**src/rtl/core_if_pkg.sv**
```systemverilog
// Shared definitions for the core-to-fabric interface blocks.
// Default widths and the store-buffer entry layout at those widths.
package core_if_pkg;

    localparam int ADDR_W_DEF = 16;
    localparam int DATA_W_DEF = 8;

    typedef struct packed {
        logic [ADDR_W_DEF-1:0] addr;
        logic [DATA_W_DEF-1:0] data;
    } sb_entry_t;

endpackage

```
**src/rtl/sb_age_match.sv**
```systemverilog
// Picks the youngest hit among buffered stores: rotate so wr_ptr-1 sits at the
// top index, priority-encode from the top, then rotate the one-hot back.
module sb_age_match #(
    parameter int DEPTH = 8,
    localparam int PTR_W = $clog2(DEPTH)
) (
    input  logic [DEPTH-1:0] valid,
    input  logic [DEPTH-1:0] match,
    input  logic [PTR_W-1:0] wr_ptr,
    output logic [DEPTH-1:0] sel
);

    logic [DEPTH-1:0] hits;
    logic [DEPTH-1:0] rot;
    logic [DEPTH-1:0] onehot;
    logic             found;

    always_comb begin
        hits   = valid & match;
        rot    = '0;
        onehot = '0;
        sel    = '0;
        found  = 1'b0;
        // rot[DEPTH-1] is the slot just behind wr_ptr, i.e. the youngest store
        for (int i = 0; i < DEPTH; i++) begin
            rot[i] = hits[wr_ptr + PTR_W'(i)];
        end
        for (int i = DEPTH - 1; i >= 0; i--) begin
            if (rot[i] && !found) begin
                onehot[i] = 1'b1;
                found     = 1'b1;
            end
        end
        for (int i = 0; i < DEPTH; i++) begin
            sel[wr_ptr + PTR_W'(i)] = onehot[i];
        end
    end

endmodule

```
**src/rtl/store_buffer.sv**
```systemverilog
// Posted-write buffer between the core and the BRAM/peripheral fabric:
// in-order retirement, youngest-match store-to-load forwarding, sticky overflow.
module store_buffer
    import core_if_pkg::*;
#(
    parameter int DATA_W = DATA_W_DEF,
    parameter int ADDR_W = ADDR_W_DEF,
    parameter int DEPTH  = 8,
    parameter bit FWD_EN = 1'b1,
    localparam int PTR_W = $clog2(DEPTH),
    localparam int CNT_W = PTR_W + 1
) (
    input  logic              clk,
    input  logic              rst_n,
    input  logic              enq_valid,
    output logic              enq_ready,
    input  logic [ADDR_W-1:0] enq_addr,
    input  logic [DATA_W-1:0] enq_data,
    input  logic              mem_grant,
    output logic              mem_we,
    output logic [ADDR_W-1:0] mem_addr,
    output logic [DATA_W-1:0] mem_data,
    input  logic [ADDR_W-1:0] ld_addr,
    output logic              ld_hit,
    output logic [DATA_W-1:0] ld_data,
    output logic [CNT_W-1:0]  count,
    output logic              empty,
    output logic              full,
    output logic              overflow,
    input  logic              clr_ovf
);

    typedef struct packed {
        logic [ADDR_W-1:0] addr;
        logic [DATA_W-1:0] data;
    } entry_t;

    entry_t           entries [DEPTH];
    logic [DEPTH-1:0] valid_q;
    logic [PTR_W-1:0] wr_ptr;
    logic [PTR_W-1:0] rd_ptr;
    logic [CNT_W-1:0] count_q;
    logic             overflow_q;
    logic             enq_fire;

    // Handshake: a store transfers on enq_valid && enq_ready; a write retires
    // on mem_we. A full buffer never accepts, even while the head retires.
    assign full      = (count_q == CNT_W'(DEPTH));
    assign empty     = (count_q == '0);
    assign enq_ready = !full;
    assign enq_fire  = enq_valid && enq_ready;
    assign mem_we    = mem_grant && !empty;
    assign mem_addr  = entries[rd_ptr].addr;
    assign mem_data  = entries[rd_ptr].data;
    assign count     = count_q;
    assign overflow  = overflow_q;

    // Payload storage carries no reset; valid_q alone decides what is live.
    always_ff @(posedge clk) begin
        if (enq_fire) begin
            entries[wr_ptr] <= '{addr: enq_addr, data: enq_data};
        end
    end

    always_ff @(posedge clk or negedge rst_n) begin
        if (!rst_n) begin
            valid_q    <= '0;
            wr_ptr     <= '0;
            rd_ptr     <= '0;
            count_q    <= '0;
            overflow_q <= 1'b0;
        end else begin
            if (enq_fire) begin
                valid_q[wr_ptr] <= 1'b1;
                wr_ptr          <= wr_ptr + 1'b1;
            end
            if (mem_we) begin
                valid_q[rd_ptr] <= 1'b0;
                rd_ptr          <= rd_ptr + 1'b1;
            end
            if (enq_fire && !mem_we) begin
                count_q <= count_q + 1'b1;
            end else if (mem_we && !enq_fire) begin
                count_q <= count_q - 1'b1;
            end
            if (enq_valid && full) begin
                overflow_q <= 1'b1;
            end else if (clr_ovf) begin
                overflow_q <= 1'b0;
            end
        end
    end

    generate
        if (FWD_EN) begin : g_fwd
            logic [DEPTH-1:0] match;
            logic [DEPTH-1:0] sel;

            always_comb begin
                for (int i = 0; i < DEPTH; i++) begin
                    match[i] = (entries[i].addr == ld_addr);
                end
            end

            sb_age_match #(.DEPTH(DEPTH)) u_age_match (
                .valid  (valid_q),
                .match  (match),
                .wr_ptr (wr_ptr),
                .sel    (sel)
            );

            always_comb begin
                ld_data = '0;
                for (int i = 0; i < DEPTH; i++) begin
                    if (sel[i]) begin
                        ld_data = ld_data | entries[i].data;
                    end
                end
            end
            assign ld_hit = |sel;
        end else begin : g_no_fwd
            assign ld_hit  = 1'b0;
            assign ld_data = '0;
        end
    endgenerate

endmodule
```
**config.mk**
```make
export PLATFORM = sky130hd
export DESIGN_NAME = store_buffer
export DESIGN_NICKNAME = d
export VERILOG_FILES = /design/src/rtl/core_if_pkg.sv /design/src/rtl/sb_age_match.sv /design/src/rtl/store_buffer.sv
export SDC_FILE = /design/constraint.sdc
export NUM_CORES = 1
export LEC_CHECK = 0
export BUFFER_PORTS_ARGS = -buffer_cell sky130_fd_sc_hd__buf_2
export CORE_ASPECT_RATIO = 1.25
export CORE_MARGIN = 3
export CORE_UTILIZATION = 53
export DETAILED_ROUTE_END_ITERATION = 8
export GPL_ROUTABILITY_DRIVEN = 0
export PLACE_DENSITY = 0.73
export SETUP_SLACK_MARGIN = 0.4
export SYNTH_ARGS = -nofsm -noshare
export SYNTH_HDL_FRONTEND = slang
export SYNTH_SLANG_ARGS = --single-unit
```
**constraint.sdc**
```tcl
create_clock -name clk -period 5.4 [get_ports clk]
set_input_delay 0.81 -clock clk [delete_from_list [all_inputs] [get_ports clk]]
set_output_delay 0.81 -clock clk [all_outputs]
set_load 0.02 [all_outputs]
```
### After elaboration in Yosys (flattened, before gate mapping)

Memories as Yosys holds them, arrays and structs flattened.
Index checks and enable logic that the tools add are counted.

* register bits: 19
* RAM bits: 192
* memories kept: 1
* bits of input ports: 45
* output and inout bits: 42
* logic and storage cells: 162

* $lt $le $gt $ge: 18
* add/subtract/negate cells: 10
* muxes and demuxes: 71
* reduce and logical (&&, ||, !) cells: 36
* equality and inequality tests: 9
* bitwise logic cells: 12

Memory list
* entries: words 8, width 24, read ports 9, clocked after memory_dff 0, wr ports 1, RTL line store_buffer.sv:38 `entry_t entries [DEPTH];`

Operator list (count)
* $eq 16x16->1: 8
* $mux 8: 10
* $or 8x8->8: 8
* $bwmux 8: 7
* $lt 3x4->1 const B: 9
* $mux 1: 35
* $demux 1 s3: 9
* $ge 3x1->1 const B: 9
* $and 8x8->8: 3
* $bmux 1 s3: 8
* $logic_and 1x1->1: 21
* $add 3x3->3 const B: 4
* $logic_not 1->1: 11
* $mux 4: 2
* $not 8->8: 1
* $reduce_or 8->1: 1
* $add 3x1->3 const B: 2
* $add 3x2->3 const B: 2
* $add 4x1->4 const B: 1
* $eq 4x4->1 const B: 1
* $logic_not 4->1: 1
* $reduce_bool 2->1: 2
* $sub 4x1->4 const B: 1

### Longest topological paths before layout

* depth in word-level cells: 49
* depth in mapped cells: 17
* mapped depth without buffers: 12

### Hierarchy

From an unflattened synthesis, not the netlist that was laid out.

* cells, all modules: 877
* area, all modules: 11576.1 µm²

Modules (own cells, without submodules)
* store_buffer: area each 10070.9 µm², cells each 658, times used 1, sequential area each 6241.0 µm²
* sb_age_match: area each 1505.2 µm², cells each 219, times used 1, sequential area each 0.0 µm²

### Worst setup path before layout

OpenSTA, ideal clock, no wires.

* path type: reg2out
* start: register wr_ptr[0]
* end: output ld_data[6]
* setup slack: 0.301 ns
* data arrival time: 4.289 ns
* required time: 4.590 ns
* cell stages (with the launch flop): 17
* buffers on the path: 4
* cell sequence: dfrtp_1 -> inv_1 -> clkbuf_1 -> buf_1 -> buf_1 -> ha_1 -> xor2_1 -> nand2_1 -> o22ai_1 -> a2bb2o_1 -> buf_2 -> nor4b_1 -> o21ai_0 -> a22oi_1 -> and4_1 -> a2111oi_2 -> o2111ai_1

* longest elaborated chain between the ends: 48
* elaborated cells on any way between the ends: 114
* those cells by class: add/sub: 7; order compare: 16; mux: 61; bitwise: 8; reduce/logical: 22

RTL lines
* start: declaration: RTL line store_buffer.sv:40 `logic [PTR_W-1:0] wr_ptr;`
* start signal: assignment: RTL line store_buffer.sv:75 `wr_ptr <= wr_ptr + 1'b1;`
* $add 3x3->3: RTL line sb_age_match.sv:26, sb_age_match.sv:35
* $bmux 1 s3: RTL line sb_age_match.sv:26 `rot[i] = hits[wr_ptr + PTR_W'(i)];`
* $mux 1 (implied by the code): RTL line sb_age_match.sv:26
* $mux 1: RTL line sb_age_match.sv:29 `if (rot[i] && !found) begin`
* $logic_not 1->1: RTL line sb_age_match.sv:29
* $logic_and 1x1->1: RTL line sb_age_match.sv:29
* $mux 1: RTL line sb_age_match.sv:29
* $logic_not 1->1: RTL line sb_age_match.sv:29
* [32 not listed]
* $or 8x8->8: RTL line store_buffer.sv:116 `ld_data = ld_data | entries[i].data;`
* $mux 8: RTL line store_buffer.sv:115 `if (sel[i]) begin`
* $or 8x8->8: RTL line store_buffer.sv:116
* $mux 8: RTL line store_buffer.sv:115
* $or 8x8->8: RTL line store_buffer.sv:116
* $mux 8: RTL line store_buffer.sv:115
* $or 8x8->8: RTL line store_buffer.sv:116
* $mux 8 (*): RTL line store_buffer.sv:115
* end: declaration: RTL line store_buffer.sv:25 `output logic [DATA_W-1:0] ld_data,`

Every way passes the cells marked *; elsewhere a longest branch is shown, timed or not. The select of a mux whose other input is x is not followed.

### Worst setup path in the final report

* start: input ld_addr[3]
* end: output ld_data[1]

* longest elaborated chain between the ends: 49
* elaborated cells on any way between the ends: 76
* those cells by class: eq/ne: 8; mux: 45; bitwise: 9; reduce/logical: 14

RTL lines
* start: declaration: RTL line store_buffer.sv:23 `input logic [ADDR_W-1:0] ld_addr,`
* $eq 16x16->1: RTL line store_buffer.sv:101 `match[i] = (entries[i].addr == ld_addr);`
* $and 8x8->8 (*): RTL line sb_age_match.sv:19 `hits = valid & match;`
* $bmux 1 s3: RTL line sb_age_match.sv:26
* $mux 1 (implied by the code): RTL line sb_age_match.sv:26
* $mux 1: RTL line sb_age_match.sv:29
* $logic_not 1->1: RTL line sb_age_match.sv:29
* $logic_and 1x1->1: RTL line sb_age_match.sv:29
* $mux 1: RTL line sb_age_match.sv:29
* [33 not listed]
* $or 8x8->8: RTL line store_buffer.sv:116
* $mux 8: RTL line store_buffer.sv:115
* $or 8x8->8: RTL line store_buffer.sv:116
* $mux 8: RTL line store_buffer.sv:115
* $or 8x8->8: RTL line store_buffer.sv:116
* $mux 8: RTL line store_buffer.sv:115
* $or 8x8->8: RTL line store_buffer.sv:116
* $mux 8 (*): RTL line store_buffer.sv:115

Marks and branches as above.

==> flow_metrics.py <==
metrics = {
    "critical_path": {
        "worstPathCellList": "buf_2, xnor2_1, nand4_1, nor3_1, buf_4, a22oi_1, a22o_1, buf_4, o32ai_4, buf_6, nor3_1, buf_4, a21oi_1, a21oi_2, buf_4, a222oi_1, o2111ai_1, buf_4",
        "setup.worst_path.start_class": "input pin",
        "arrival_ns": 4.60,
        "crit_path_end_kind": "output pin",
        "cp_max_fo": 8,
        "max_stage_delay_ns": 0.47,
        "worstPathRequired_ns": 4.59,
        "crit_slowest_cell": "xnor2_1",
        "critPathKind": "input pin to output pin",
        "cp_common_cell": "buf_4",
    },
    "run_status": {
        "outcome": "complete, but fails checks",
        "violations": "negative setup slack",
    },
    "power": {
        "p_comb_share_pct": 66.7,
        "ir_worst_vdd_mv": 0.423,
        "p_per_area_mw_per_mm2": 730,
        "seqPwrFrac_pct": 20.7,
        "swShare_pct": 46.4,
        "p_leak_nw": 5.67,
        "internal_power_mw": 6.21,
        "switching_power_mw": 5.38,
        "power_mw": 11.6,
        "p_clk_share_pct": 12.6,
    },
    "timing": {
        "min_period_ns": 5.41,
        "fin_hold_ws_ns": 0.218,
        "fin_skew_ns": 0.0105,
        "slew_headroom_pct": 15.1,
        "fmax_mhz": 185,
        "hold_viol": 0,
        "finalWorstSetupSlack_ns": -0.0143,
        "finalMaxSlewViolations": 0,
        "post-route-period-util_pct": 100,
        "rsz0062_at_grt": "true",
        "finalSetupTns_ns": -0.0143,
        "worst_slew_pin_slew_ns": 1.27,
        "setup_viol": 1,
    },
    "finish": {
        "fillers": 1650,
        "n_antenna_cell": 0,
        "drive_above_1_share_pct": 34.1,
        "area_growth_syn_to_layout_pct": 25.0,
        "final_nets": 1330,
        "finish.instance_area_sq_mm": 0.0159,
    },
    "floorplan": {
        "io-pin-count": 87,
        "chipHeight_um": 179,
        "die_w_um": 144,
        "start_util_pct": 54.6,
        "die-area_sq_mm": 0.0259,
        "num_rows": 62,
        "core-area_sq_mm": 0.0233,
    },
    "route": {
        "drt_iter0_markers": 1413,
        "wirelength_um": 42500,
        "first_pass_iters": 6,
        "drc": 0,
        "wire_per_inst_um": 26.9,
        "final_antenna_net_count": 0,
        "vias": 10900,
        "detail_route.vias_per_cell": 6.88,
    },
    "synthesis": {
        "synth_top_area_share_pct": 45.4,
        "synth_ff_type": "edfxtp_1",
        "post_synth_main_area_contributors": "edfxtp_1 45%, mux4_2 9.6%, xnor2_1 7.9%",
        "yosysSeqAreaShare_pct": 49.1,
        "synth.distinct_cells": 83,
        "syn-cell-area_sq_mm": 0.0127,
        "ys_async_sr_fraction_pct": 9.00,
        "synth-seq-cells": 211,
        "synth_fp_nets": 1126,
        "synth_edf_count": 192,
        "yosysWarnings": 0,
        "syn_inst": 1070,
        "syn_avg_cell_area_sq_um": 11.9,
        "yosys.area.top_type": "edfxtp_1",
    },
    "grt": {
        "grtUsageTotal_pct": 32.7,
        "grt_overflow": 0,
        "antenna_found_initial": 0,
        "grt_pass1_wl_um": 63200,
        "grt_max_degree": 55,
        "grt_pass1_vias": 10700,
    },
    "clock_tree": {
        "cts_buffers": 22,
        "cts_tree": "built",
        "cts_root_buffer": "clkbuf_16",
        "postCtsHoldBufs": 0,
        "clock_sinks": 211,
        "clk_path_buf_depth": 3,
        "cts_max_level": 1,
        "clkLatencyLatePin_ns": 0.52,
        "clkSlewWorstSetupHoldPaths_ns": 0.06,
    },
    "hold_path": {
        "hold_class": "input pin to async pin",
    },
    "place": {
        "numPortBuffers": 86,
        "pre_cts_ws_ns": -0.149,
        "place_hpwl_um": 29400,
        "placed_area_sq_mm": 0.0143,
    },
    "run": {
        "max_cap_violations": 0,
    },
}
[through the flow]
stage / utilization (%) / std cells
after floorplan: - / 1070
after global placement: 61.6 / 1519
after detailed placement: 61.6 / 1519
after CTS: 66.8 / 1572
after global routing: 68.2 / 1578
final: 68.2 / 1578
[cell type report]
| type | count | area (sq um) | share of cell area (%) |
|---|---|---|---|
| Timing Repair Buffer | 231 | 1680 | 10.6 |
| Inverter | 30 | 116 | 0.733 |
| Multi-Input combinational cell | 778 | 6790 | 42.8 |
| Sequential cell | 211 | 6250 | 39.3 |
| Clock inverter | 13 | 114 | 0.717 |
| Clock buffer | 27 | 569 | 3.59 |
| Tap cell | 288 | 360 | 2.27 |
[synth_stat cells, types with 6 or more instances]
cell / instances
edfxtp_1: 192
nand2_1: 140
xnor2_1: 115
nor2_1: 56
mux4_2: 54
nand4_1: 52
nor3_1: 30
inv_1: 29
clkbuf_1: 28
nand3_1: 28
nand2b_1: 20
dfrtp_1: 19
xor2_1: 18
buf_2: 17
nor4_1: 17
o21ai_0: 14
a22o_1: 13
a21oi_1: 11
a31oi_1: 10
ha_1: 10
o2111ai_1: 10
a221oi_1: 9
and2_1: 9
and4_1: 9
o22ai_1: 9
a22oi_1: 8
a2111oi_2: 7
a222oi_1: 7
and3_1: 7
mux2i_1: 7
nor3b_1: 7
o31ai_1: 6
o32a_1: 6
[critical path, delay by kind of cell]
kind            cells  cell delay [ns]
compound gates      7             1.46
xor+xnor            1             0.47
buf+inv             7             1.27
simple gates        3             0.59
[metal layers]
metal	GRT usage [%]	wire length [um]
met3	5.82	3950
met1	40.2	14500
met5	0	0
met4	23.4	4020
met2	52.0	20000
[power by group through the flow]
stage               clock (mW)  sequential, mW  combinational [mW]
detailed placement           0            2.42                6.37
CTS                       1.47            2.40                7.02
global placement             0            2.41                6.30
global route              1.54            2.44                8.10
finish                    1.46            2.40                7.73
floorplan                    0            2.28                4.02
[sequential cells by signal, summed over array words and instances, names as in the netlist]
register / flops
entries: 192
valid_q: 8
count: 4
rd_ptr: 3
wr_ptr: 3
overflow: 1
[placed cells by master, fill, tap and decap left out, drive strengths merged, types with 7 or more instances in the layout]
cell	netlist	routed
a2111oi	8	8
a21oi	11	11
a221oi	9	9
a222oi	7	7
a22o	13	13
a22oi	8	8
a31oi	10	10
and2	12	12
and3	7	7
and4	9	9
buf	24	231
clkbuf	28	27
clkinv	1	9
dfrtp	19	19
edfxtp	192	192
ha	10	10
inv	29	30
mux2i	7	7
mux4	54	54
nand2	141	142
nand2b	20	20
nand3	28	28
nand4	52	52
nor2	58	58
nor3	34	34
nor3b	7	7
nor4	22	22
o2111ai	10	10
o21ai	18	18
o22ai	9	9
xnor2	115	115
xor2	18	18
[what timing repair did]
action / CTS / global route
hold endpoints to repair: 0 / 0
cloned: 1 / 2
resized for setup: 69 / 50
pin swaps: 31 / 14
buffers inserted: 12 / 4
endpoints found under the setup margin: 9 / 9
[worst paths after layout]
| check | startpoint | end | slack (ns) | cells past startpoint |
|---|---|---|---|---|
| worst max-delay path | ld_addr[3] | ld_data[1] | -0.01 | 18 |
| worst min-delay path | rst_n | count[3] | 0.22 | 1 |
| worst max register to register | wr_ptr[2] | entries[2][0] | 2.32 | 6 |
| worst min register to register | count[3] | count[3] | 0.51 | 1 |
| max in group asynchronous | rst_n | rd_ptr[0] | 4.85 | 1 |
| min in group clk | count[3] | count[3] | 0.51 | 1 |
[kinds of logic (layout without fill, tap and decap cells)]
logic type / count (synthesis) / in the layout / share of synthesized area (%)
and+or+nand+nor: 409 / 410 / 16.9
AOI/OAI and AO/OA: 159 / 159 / 10.3
adders and majority gates: 11 / 11 / 1.14
xor gates and xnor gates: 133 / 133 / 9.17
muxes: 65 / 65 / 10.5
DFF: 211 / 211 / 49.1
buffers and inverters: 82 / 301 / 2.80
Power figures use the tool's default switching activity.
